**config.mk**
```make
export PLATFORM = sky130hd
export DESIGN_NAME = lbist_ctrl_flat
export DESIGN_NICKNAME = d
export VERILOG_FILES = /design/src/rtl/lbist_pkg.sv /design/src/rtl/lbist_ctrl_if.sv /design/src/rtl/lbist_lfsr.sv /design/src/rtl/lbist_ctrl.sv /design/src/flat_wrapper.sv
export SDC_FILE = /design/constraint.sdc
export NUM_CORES = 1
export LEC_CHECK = 0
export BUFFER_PORTS_ARGS = -buffer_cell sky130_fd_sc_hd__buf_2
export CAP_MARGIN = 5
export CORE_ASPECT_RATIO = 0.6
export CORE_MARGIN = 2
export CORE_UTILIZATION = 40
export CTS_CLUSTER_SIZE = 30
export DETAILED_ROUTE_END_ITERATION = 10
export PLACE_DENSITY_LB_ADDON = 0.12
export SYNTH_ARGS = -nofsm -noshare
export SYNTH_HDL_FRONTEND = slang
export SYNTH_SLANG_ARGS = --single-unit
```
**constraint.sdc**
```tcl
create_clock -name CLK -period 1.35 [get_ports CLK]
set_clock_uncertainty 0.15 [all_clocks]
set_input_delay 0.135 -clock CLK [delete_from_list [all_inputs] [get_ports CLK]]
set_output_delay 0.135 -clock CLK [all_outputs]
set_load 0.01 [all_outputs]
```
**src/rtl/lbist_pkg.sv**
```systemverilog
// -----------------------------------------------------------------------------
// lbist_pkg
// Shared definitions for the logic-BIST controller:
//   - state_e          : controller FSM state encoding
//   - DEF_POLY_A/B     : default tap masks of the input-vector and scan-fill LFSRs
//   - DEF_SEED_A/B     : default nonzero reseed values of those LFSRs
//   - DEF_MISR_POLY    : default MISR feedback mask
//   - DEF_GOLDEN       : default expected signature
// -----------------------------------------------------------------------------
package lbist_pkg;

  typedef enum logic [2:0] {
    IDLE    = 3'd0,
    SHIFT   = 3'd1,
    CAPTURE = 3'd2,
    UNLOAD  = 3'd3,
    COMPARE = 3'd4,
    DONE    = 3'd5
  } state_e;

  localparam logic [7:0] DEF_POLY_A    = 8'hB8;
  localparam logic [7:0] DEF_POLY_B    = 8'h8E;
  localparam logic [7:0] DEF_SEED_A    = 8'h01;
  localparam logic [7:0] DEF_SEED_B    = 8'h5A;
  localparam logic [7:0] DEF_MISR_POLY = 8'h1D;
  localparam logic [7:0] DEF_GOLDEN    = 8'h00;

endpackage

```
**src/rtl/lbist_ctrl_if.sv**
```systemverilog
// -----------------------------------------------------------------------------
// lbist_ctrl_if
// Connection between the BIST controller and the circuit under test (CUT).
//   cut_in   : CUT functional inputs        (controller -> CUT)
//   scan_en  : CUT scan enable               (controller -> CUT)
//   scan_in  : scan chain serial input       (controller -> CUT)
//   cut_out  : CUT primary outputs           (CUT -> controller)
//   scan_out : scan chain serial output      (CUT -> controller)
// Modports: master = controller side, slave = CUT side.
// -----------------------------------------------------------------------------
interface lbist_ctrl_if #(
  parameter int N_IN  = 3,
  parameter int N_OUT = 2
);

  logic [N_IN-1:0]  cut_in;
  logic [N_OUT-1:0] cut_out;
  logic             scan_en;
  logic             scan_in;
  logic             scan_out;

  modport master (
    output cut_in,
    output scan_en,
    output scan_in,
    input  cut_out,
    input  scan_out
  );

  modport slave (
    input  cut_in,
    input  scan_en,
    input  scan_in,
    output cut_out,
    output scan_out
  );

endinterface

```
**src/rtl/lbist_lfsr.sv**
```systemverilog
// -----------------------------------------------------------------------------
// lbist_lfsr
// Fibonacci LFSR: shifts left, new LSB = XOR of the bits selected by POLY.
// Ports:
//   CLK    : clock, rising edge
//   RST    : synchronous active-high reset, loads SEED
//   reseed : load SEED on the next edge (has priority over en)
//   en     : advance one step on the next edge
//   q      : current LFSR value
// -----------------------------------------------------------------------------
module lbist_lfsr
  import lbist_pkg::*;
#(
  parameter int           W    = 8,
  parameter logic [W-1:0] POLY = W'(DEF_POLY_A),
  parameter logic [W-1:0] SEED = W'(DEF_SEED_A)
) (
  input  logic         CLK,
  input  logic         RST,
  input  logic         reseed,
  input  logic         en,
  output logic [W-1:0] q
);

  if (W < 2) begin : g_chk_width
    $error("lbist_lfsr: W must be at least 2");
  end

  logic [W-1:0] lfsr_d;
  logic [W-1:0] lfsr_q;

  // Next-value selection: reseed, step, or hold.
  always_comb begin
    lfsr_d = lfsr_q;
    if (reseed) begin
      lfsr_d = SEED;
    end else if (en) begin
      lfsr_d = {lfsr_q[W-2:0], ^(lfsr_q & POLY)};
    end else begin
      lfsr_d = lfsr_q;
    end
  end

  // LFSR state register.
  always_ff @(posedge CLK) begin
    if (RST) begin
      lfsr_q <= SEED;
    end else begin
      lfsr_q <= lfsr_d;
    end
  end

  assign q = lfsr_q;

endmodule

```
**src/rtl/lbist_ctrl.sv**
```systemverilog
// -----------------------------------------------------------------------------
// lbist_ctrl
// Logic-BIST controller: loads the scan chain from a pseudo-random LFSR,
// applies pseudo-random functional inputs in a one-cycle capture, compacts
// the CUT responses into a MISR and compares the final signature.
//
// Ports:
//   CLK        : clock, rising edge
//   RST        : synchronous active-high reset
//   bist_start : test request (level); sampled into a request flop, the
//                test begins on the following edge
//   bist_abort : abort request (only acted on when LBIST_ABORT_EN is defined)
//   func_in    : functional inputs, passed to the CUT while IDLE/DONE
//   cut_if     : CUT connection (cut_in, scan_en, scan_in, cut_out, scan_out)
//   bist_busy  : test in progress (SHIFT/CAPTURE/UNLOAD/COMPARE)
//   bist_end   : test finished, held in DONE
//   pass_fail  : 1 = signature matched GOLDEN, valid in DONE
//   signature  : current MISR value
//
// Build option: define LBIST_ABORT_EN to let bist_abort cancel a running test.
// -----------------------------------------------------------------------------
module lbist_ctrl
  import lbist_pkg::*;
#(
  parameter int                N_IN      = 3,
  parameter int                N_OUT     = 2,
  parameter int                SCAN_LEN  = 8,
  parameter int                N_PAT     = 16,
  parameter int                LFSR_W    = 8,
  parameter logic [LFSR_W-1:0] POLY_A    = LFSR_W'(DEF_POLY_A),
  parameter logic [LFSR_W-1:0] POLY_B    = LFSR_W'(DEF_POLY_B),
  parameter logic [LFSR_W-1:0] SEED_A    = LFSR_W'(DEF_SEED_A),
  parameter logic [LFSR_W-1:0] SEED_B    = LFSR_W'(DEF_SEED_B),
  parameter int                MISR_W    = 8,
  parameter logic [MISR_W-1:0] MISR_POLY = MISR_W'(DEF_MISR_POLY),
  parameter logic [MISR_W-1:0] GOLDEN    = MISR_W'(DEF_GOLDEN)
) (
  input  logic              CLK,
  input  logic              RST,
  input  logic              bist_start,
  input  logic              bist_abort,
  input  logic [N_IN-1:0]   func_in,
  lbist_ctrl_if.master      cut_if,
  output logic              bist_busy,
  output logic              bist_end,
  output logic              pass_fail,
  output logic [MISR_W-1:0] signature
);

  // Parameter sanity checks at elaboration.
  if (N_OUT + 1 > MISR_W) begin : g_chk_misr_w
    $error("lbist_ctrl: MISR_W must be at least N_OUT+1");
  end
  if (N_IN > LFSR_W) begin : g_chk_n_in
    $error("lbist_ctrl: N_IN must not exceed LFSR_W");
  end
  if (SCAN_LEN < 1) begin : g_chk_scan_len
    $error("lbist_ctrl: SCAN_LEN must be at least 1");
  end
  if (N_PAT < 1) begin : g_chk_n_pat
    $error("lbist_ctrl: N_PAT must be at least 1");
  end
  if (POLY_A == POLY_B) begin : g_chk_poly
    $error("lbist_ctrl: POLY_A and POLY_B must differ");
  end

  localparam int BCW = $clog2(SCAN_LEN + 1);
  localparam int PCW = $clog2(N_PAT + 1);
  localparam logic [BCW-1:0] BIT_LAST = BCW'(SCAN_LEN - 1);
  localparam logic [PCW-1:0] PAT_LAST = PCW'(N_PAT - 1);

  // One MISR step: shift, fold back the MSB through the feedback mask,
  // and XOR in the parallel response word.
  function automatic logic [MISR_W-1:0] misr_step(
    input logic [MISR_W-1:0] m,
    input logic [MISR_W-1:0] din
  );
    logic [MISR_W-1:0] fb;
    fb = m[MISR_W-1] ? MISR_POLY : {MISR_W{1'b0}};
    return {m[MISR_W-2:0], 1'b0} ^ fb ^ din;
  endfunction

  state_e            state_q, state_d;
  logic [BCW-1:0]    bit_cnt_q, bit_cnt_d;
  logic [PCW-1:0]    pat_cnt_q, pat_cnt_d;
  logic [MISR_W-1:0] misr_q, misr_d;
  logic              start_q, start_d;
  logic              bist_end_q, bist_end_d;
  logic              pass_fail_q, pass_fail_d;

  logic              reseed_s;
  logic              lfsr_a_en_s;
  logic              lfsr_b_en_s;
  logic [LFSR_W-1:0] lfsr_a_val_s;
  logic [LFSR_W-1:0] lfsr_b_val_s;
  logic [MISR_W-1:0] misr_in_s;
  logic [MISR_W-1:0] misr_upd_s;
  logic              idle_like_s;
  logic              busy_s;
  logic              abort_s;
  logic              misc_unused_s;

  lbist_lfsr #(
    .W    (LFSR_W),
    .POLY (POLY_A),
    .SEED (SEED_A)
  ) u_lfsr_a (
    .CLK    (CLK),
    .RST    (RST),
    .reseed (reseed_s),
    .en     (lfsr_a_en_s),
    .q      (lfsr_a_val_s)
  );

  lbist_lfsr #(
    .W    (LFSR_W),
    .POLY (POLY_B),
    .SEED (SEED_B)
  ) u_lfsr_b (
    .CLK    (CLK),
    .RST    (RST),
    .reseed (reseed_s),
    .en     (lfsr_b_en_s),
    .q      (lfsr_b_val_s)
  );

  assign idle_like_s = (state_q == IDLE) || (state_q == DONE);
  assign busy_s      = !idle_like_s;

  // Response word: scan_out in bit 0, CUT outputs above it, zero-extended.
  assign misr_in_s  = MISR_W'({cut_if.cut_out, cut_if.scan_out});
  assign misr_upd_s = misr_step(misr_q, misr_in_s);

`ifdef LBIST_ABORT_EN
  assign abort_s = bist_abort & busy_s;
`else
  assign abort_s = 1'b0;
`endif

  // Bits with no functional use (abort in the default build, upper LFSR bits).
  assign misc_unused_s = ^{bist_abort, lfsr_a_val_s, lfsr_b_val_s};

  assign start_d = bist_start;

  // FSM next state, counters, MISR and status next values.
  always_comb begin
    state_d     = state_q;
    bit_cnt_d   = bit_cnt_q;
    pat_cnt_d   = pat_cnt_q;
    misr_d      = misr_q;
    bist_end_d  = bist_end_q;
    pass_fail_d = pass_fail_q;
    reseed_s    = 1'b0;
    lfsr_a_en_s = 1'b0;
    lfsr_b_en_s = 1'b0;

    if (abort_s) begin
      state_d     = IDLE;
      bit_cnt_d   = {BCW{1'b0}};
      pat_cnt_d   = {PCW{1'b0}};
      misr_d      = {MISR_W{1'b0}};
      bist_end_d  = 1'b0;
      pass_fail_d = 1'b0;
    end else begin
      case (state_q)
        IDLE, DONE: begin
          // A pending request starts a fresh test; otherwise results are held.
          if (start_q) begin
            state_d     = SHIFT;
            reseed_s    = 1'b1;
            bit_cnt_d   = {BCW{1'b0}};
            pat_cnt_d   = {PCW{1'b0}};
            misr_d      = {MISR_W{1'b0}};
            bist_end_d  = 1'b0;
            pass_fail_d = 1'b0;
          end else begin
            state_d = state_q;
          end
        end
        SHIFT: begin
          lfsr_b_en_s = 1'b1;
          // The chain holds unknown data while the first pattern is loaded.
          if (pat_cnt_q != {PCW{1'b0}}) begin
            misr_d = misr_upd_s;
          end else begin
            misr_d = misr_q;
          end
          if (bit_cnt_q == BIT_LAST) begin
            bit_cnt_d = {BCW{1'b0}};
            state_d   = CAPTURE;
          end else begin
            bit_cnt_d = bit_cnt_q + BCW'(1);
          end
        end
        CAPTURE: begin
          lfsr_a_en_s = 1'b1;
          misr_d      = misr_upd_s;
          pat_cnt_d   = pat_cnt_q + PCW'(1);
          if (pat_cnt_q == PAT_LAST) begin
            state_d = UNLOAD;
          end else begin
            state_d = SHIFT;
          end
        end
        UNLOAD: begin
          misr_d = misr_upd_s;
          if (bit_cnt_q == BIT_LAST) begin
            bit_cnt_d = {BCW{1'b0}};
            state_d   = COMPARE;
          end else begin
            bit_cnt_d = bit_cnt_q + BCW'(1);
          end
        end
        COMPARE: begin
          pass_fail_d = (misr_q == GOLDEN);
          bist_end_d  = 1'b1;
          state_d     = DONE;
        end
        default: begin
          state_d = IDLE;
        end
      endcase
    end
  end

  // Controller state registers.
  always_ff @(posedge CLK) begin
    if (RST) begin
      state_q     <= IDLE;
      bit_cnt_q   <= {BCW{1'b0}};
      pat_cnt_q   <= {PCW{1'b0}};
      misr_q      <= {MISR_W{1'b0}};
      start_q     <= 1'b0;
      bist_end_q  <= 1'b0;
      pass_fail_q <= 1'b0;
    end else begin
      state_q     <= state_d;
      bit_cnt_q   <= bit_cnt_d;
      pat_cnt_q   <= pat_cnt_d;
      misr_q      <= misr_d;
      start_q     <= start_d;
      bist_end_q  <= bist_end_d;
      pass_fail_q <= pass_fail_d;
    end
  end

  // Outputs are pure decodes of registered state, so they switch only on edges
  // (cut_in additionally passes func_in straight through while IDLE/DONE).
  assign cut_if.scan_en = (state_q == SHIFT) || (state_q == UNLOAD);
  assign cut_if.scan_in = (state_q == SHIFT) ? lfsr_b_val_s[LFSR_W-1] : 1'b0;
  assign cut_if.cut_in  = idle_like_s ? func_in : lfsr_a_val_s[N_IN-1:0];

  assign bist_busy = busy_s;
  assign bist_end  = bist_end_q;
  assign pass_fail = pass_fail_q;
  assign signature = misr_q;

endmodule

```
**src/flat_wrapper.sv**
```systemverilog
// flat-port wrapper written by rule: the top's interface ports become plain ports
module lbist_ctrl_flat import lbist_pkg::*;
#(
  parameter int                N_IN      = 3,
  parameter int                N_OUT     = 2,
  parameter int                SCAN_LEN  = 8,
  parameter int                N_PAT     = 16,
  parameter int                LFSR_W    = 8,
  parameter logic [LFSR_W-1:0] POLY_A    = LFSR_W'(DEF_POLY_A),
  parameter logic [LFSR_W-1:0] POLY_B    = LFSR_W'(DEF_POLY_B),
  parameter logic [LFSR_W-1:0] SEED_A    = LFSR_W'(DEF_SEED_A),
  parameter logic [LFSR_W-1:0] SEED_B    = LFSR_W'(DEF_SEED_B),
  parameter int                MISR_W    = 8,
  parameter logic [MISR_W-1:0] MISR_POLY = MISR_W'(DEF_MISR_POLY),
  parameter logic [MISR_W-1:0] GOLDEN    = MISR_W'(DEF_GOLDEN)
)
  (CLK, RST, bist_start, bist_abort, func_in, bist_busy, bist_end, pass_fail, signature, cut_if_cut_in, cut_if_scan_en, cut_if_scan_in, cut_if_cut_out, cut_if_scan_out);
  lbist_ctrl_if #(.N_IN(N_IN), .N_OUT(N_OUT)) cut_if_i ();
  input  logic CLK;
  input  logic RST;
  input  logic bist_start;
  input  logic bist_abort;
  input  logic [N_IN-1:0] func_in;
  output logic bist_busy;
  output logic bist_end;
  output logic pass_fail;
  output logic [MISR_W-1:0] signature;
  output wire logic [$bits(cut_if_i.cut_in)-1:0] cut_if_cut_in;
  output wire logic [$bits(cut_if_i.scan_en)-1:0] cut_if_scan_en;
  output wire logic [$bits(cut_if_i.scan_in)-1:0] cut_if_scan_in;
  input wire logic [$bits(cut_if_i.cut_out)-1:0] cut_if_cut_out;
  input wire logic [$bits(cut_if_i.scan_out)-1:0] cut_if_scan_out;
  assign cut_if_cut_in = cut_if_i.cut_in;
  assign cut_if_scan_en = cut_if_i.scan_en;
  assign cut_if_scan_in = cut_if_i.scan_in;
  assign cut_if_i.cut_out = cut_if_cut_out;
  assign cut_if_i.scan_out = cut_if_scan_out;
  lbist_ctrl #(.N_IN(N_IN), .N_OUT(N_OUT), .SCAN_LEN(SCAN_LEN), .N_PAT(N_PAT), .LFSR_W(LFSR_W), .POLY_A(POLY_A), .POLY_B(POLY_B), .SEED_A(SEED_A), .SEED_B(SEED_B), .MISR_W(MISR_W), .MISR_POLY(MISR_POLY), .GOLDEN(GOLDEN)) u_core (.CLK(CLK), .RST(RST), .bist_start(bist_start), .bist_abort(bist_abort), .func_in(func_in), .cut_if(cut_if_i), .bist_busy(bist_busy), .bist_end(bist_end), .pass_fail(pass_fail), .signature(signature));
endmodule
```
==> impl_metrics.yaml <==
yosys:
  ys_top_cells_by_count: "nand2_1, dfxtp_1, a21oi_1"
  synthArstFlopShare_pct: 0
  ys.flop_type: "dfxtp_1"
  synth_area_um2: 1879
  synth_nets: 236
  ys_warn_count: 0
  synth_edf_count: 0
  synth_seq_area_share_pct: 41.54
  ys_ff_latch: 39
  synthTopCellsByArea: "dfxtp_1, nand2_1, a21oi_1, xnor2_1, mux2i_1"
  syn_avg_cell_area_um2: 8.465
  yosysUniqueCellTypes: 41
  synthCells: 222
  synthDominantCellAreaShare_pct: 41.54
  synth_top_area_cell: "dfxtp_1"
  synth_most_common_cell: "nand2_1"
drt:
  wl_per_cell_um: 12.50
  dr_wl_met2_um: 1820
  viasPerCell: 4.792
  ant_nets: 0
  route.met3.wl_um: 173
  drc: 0
  wl_met1_um: 2364
  dr.max_layer_used: "met4"
  num_vias: 1682
  routed_wl_um: 4388
  drtPass1Iterations: 4
  drt_iter0_drc: 55
power_and_ir_drop:
  peakVddDrop_mv: 0.5017
  leakage_nw: 1.174
  power_w: 0.002324
  power_density_nw_per_um2: 843.1
global_route:
  grt_pass1_vias: 1525
  grt_usage_pct: 17.05
  grt_start_max_net_pins: 18
  antenna_found_initial: 0
  grt_pass1_wl_um: 7079
  gr-total-overflow: 0
floorplan:
  initial_core_util_pct: 41.39
  fp.dieArea_um2: 5281
  row_count: 19
  dieWidth_um: 92.49
  dieHeight_um: 57.10
  ios: 26
  core_area_um2: 4541
outcome:
  status: "finished with violations"
  failed_checks: "setup timing"
placement:
  place.gp.congestion: 0.7976
  dp_hpwl_um: 3015
  io_buffers: 24
layout:
  drive_gt1_share_pct: 43.75
  final_util_pct: 60.71
  nNetsFinal: 301
  num_antenna_cells: 0
  area_growth_pct: 46.67
cts:
  cts_tree: "built"
  clkTransAtPathRegs_ns: 0.08
  h-tree-depth: 2
  cts.sinks: 39
  clockBufferDepth: 2
  cts-root-buf: "clkbuf_8"
  clock_latency_ns: 0.29
  numCtsBuffers: 5
critical_path:
  crit_fanout: 4
  critPathKind: "register to output port"
  worst-endpoint-required_ns: 1.07
  endpoint_kind: "output port"
  arrival_ns: 1.43
  start_kind: "register"
timing:
  fmax_ghz: 0.5841
  fin_ws_ns: -0.3621
  slew_viol_final: 0
  post-route-min-period_ns: 1.712
  tightest_slew_ns: 0.4424
  max-slew-margin-rel_pct: 70.24
  rsz0062_at_grt: "true"
  hold_viol_final: 0
  fin_crit_sh_pct: 126.8
  setup_viol: 33
job:
  maxCapViolCount: 0
min_path:
  hold_class: "input port to register"
[cells by family after synthesis]
group	after synthesis	share of synthesized area (%)
multiplexers	11	6.059
flip-flops	39	41.54
buffers and inverters	17	4.460
AND/OR/NAND/NOR	97	25.10
adder cells (fa/ha/maj)	5	3.196
XOR/XNOR	14	6.524
AO/OA/AOI/OAI	39	13.12
[critical path: stages (launching register included)]
cell,delay (ns)
dfxtp_4,0.36
xnor2_2,0.16
and2_4,0.20
mux2_4,0.30
buf_6,0.12
[path summary, 6_finish.rpt]
check	startpoint	to	slack, ns	cells after the start
setup / recovery	u_core.state_q[0]	cut_if_cut_in[1]	-0.36	4
hold / removal	RST	u_core.state_q[0]	0.05	2
setup reg to reg	u_core.state_q[0]	u_core.pat_cnt_q[3]	-0.35	5
hold reg to reg	u_core.u_lfsr_b.q[6]	u_core.u_lfsr_b.q[7]	0.31	2
[flip-flops by register name (all words and copies together), names as in the netlist]
register,flops
u_core.u_lfsr_b.q,8
u_core.start_q,1
u_core.pat_cnt_q,5
u_core.signature,8
u_core.pass_fail,1
u_core.bist_end,1
u_core.u_lfsr_a.q,8
u_core.bit_cnt_q,4
u_core.state_q,3
[area by class of cell]
type,count,area (um^2)
multi-input combinational,166,1236
sequential,39,799.5
timing repair buffer,68,523.0
inverter,7,33.78
fill,401,1784
clock inverter,2,12.51
clock buffer,6,72.57
tap,63,78.83
[what timing repair did]
item,in CTS,in global routing
hold buffers,3,0
resized for setup,31,27
setup endpoints to repair,43,43
pin swaps,21,12
gates cloned,1,0
hold endpoints to repair,3,0
setup buffers,5,4
[placed cells by master, fill, tap and decap left out, drive strengths merged]
cell type,count
buf,65
nand2,41
dfxtp,39
a21oi,24
nor2,16
nand2b,11
xnor2,10
mux2i,8
nand3,7
inv,7
nor3,7
clkbuf,6
xor2,4
o21ai,4
ha,4
mux2,3
dlygate4sd3,3
and3,3
a211oi,2
a31oi,2
and2,2
nor2b,2
nor4,2
a22oi,2
and3b,1
a211o,1
a21o,1
a2bb2oi,1
maj3,1
nor3b,1
or3b,1
nand4b,1
o31a,1
or3,1
nand4,1
o211ai,1
clkinvlp,1
clkinv,1
[stage by stage]
| step | hold WS [ns] | setup TNS (ns) | instances | setup WS (ns) | area, um^2 |
|---|---|---|---|---|---|
| detailed placement | 0.2228 | -1.774 | 331 | -0.1212 | 2346 |
| global placement | 0.2093 | -1.752 | 331 | -0.1012 | 2346 |
| floorplan | 0.1132 | -0.1132 | 222 | -0.02748 | 1954 |
| global route | 0.04583 | -8.624 | 351 | -0.4104 | 2756 |
| CTS | 0.02393 | -6.226 | 347 | -0.3751 | 2613 |
| finish | 0.04549 | -6.327 | 351 | -0.3621 | 2756 |
[per-layer routing]
| layer | global-route usage [%] | vias up |
|---|---|---|
| li1 | - | 878 |
| met4 | 5.117 | 0 |
| met5 | 0 | - |
| met1 | 25.58 | 771 |
| met2 | 24.09 | 29 |
| met3 | 4.359 | 4 |
[where the power goes]
group / switching (W) / internal (W)
combinational: 0.000164 / 0.000180
sequential: 0.0000196 / 0.00117
clock: 0.000431 / 0.000362
Power figures use the tool's default switching activity.
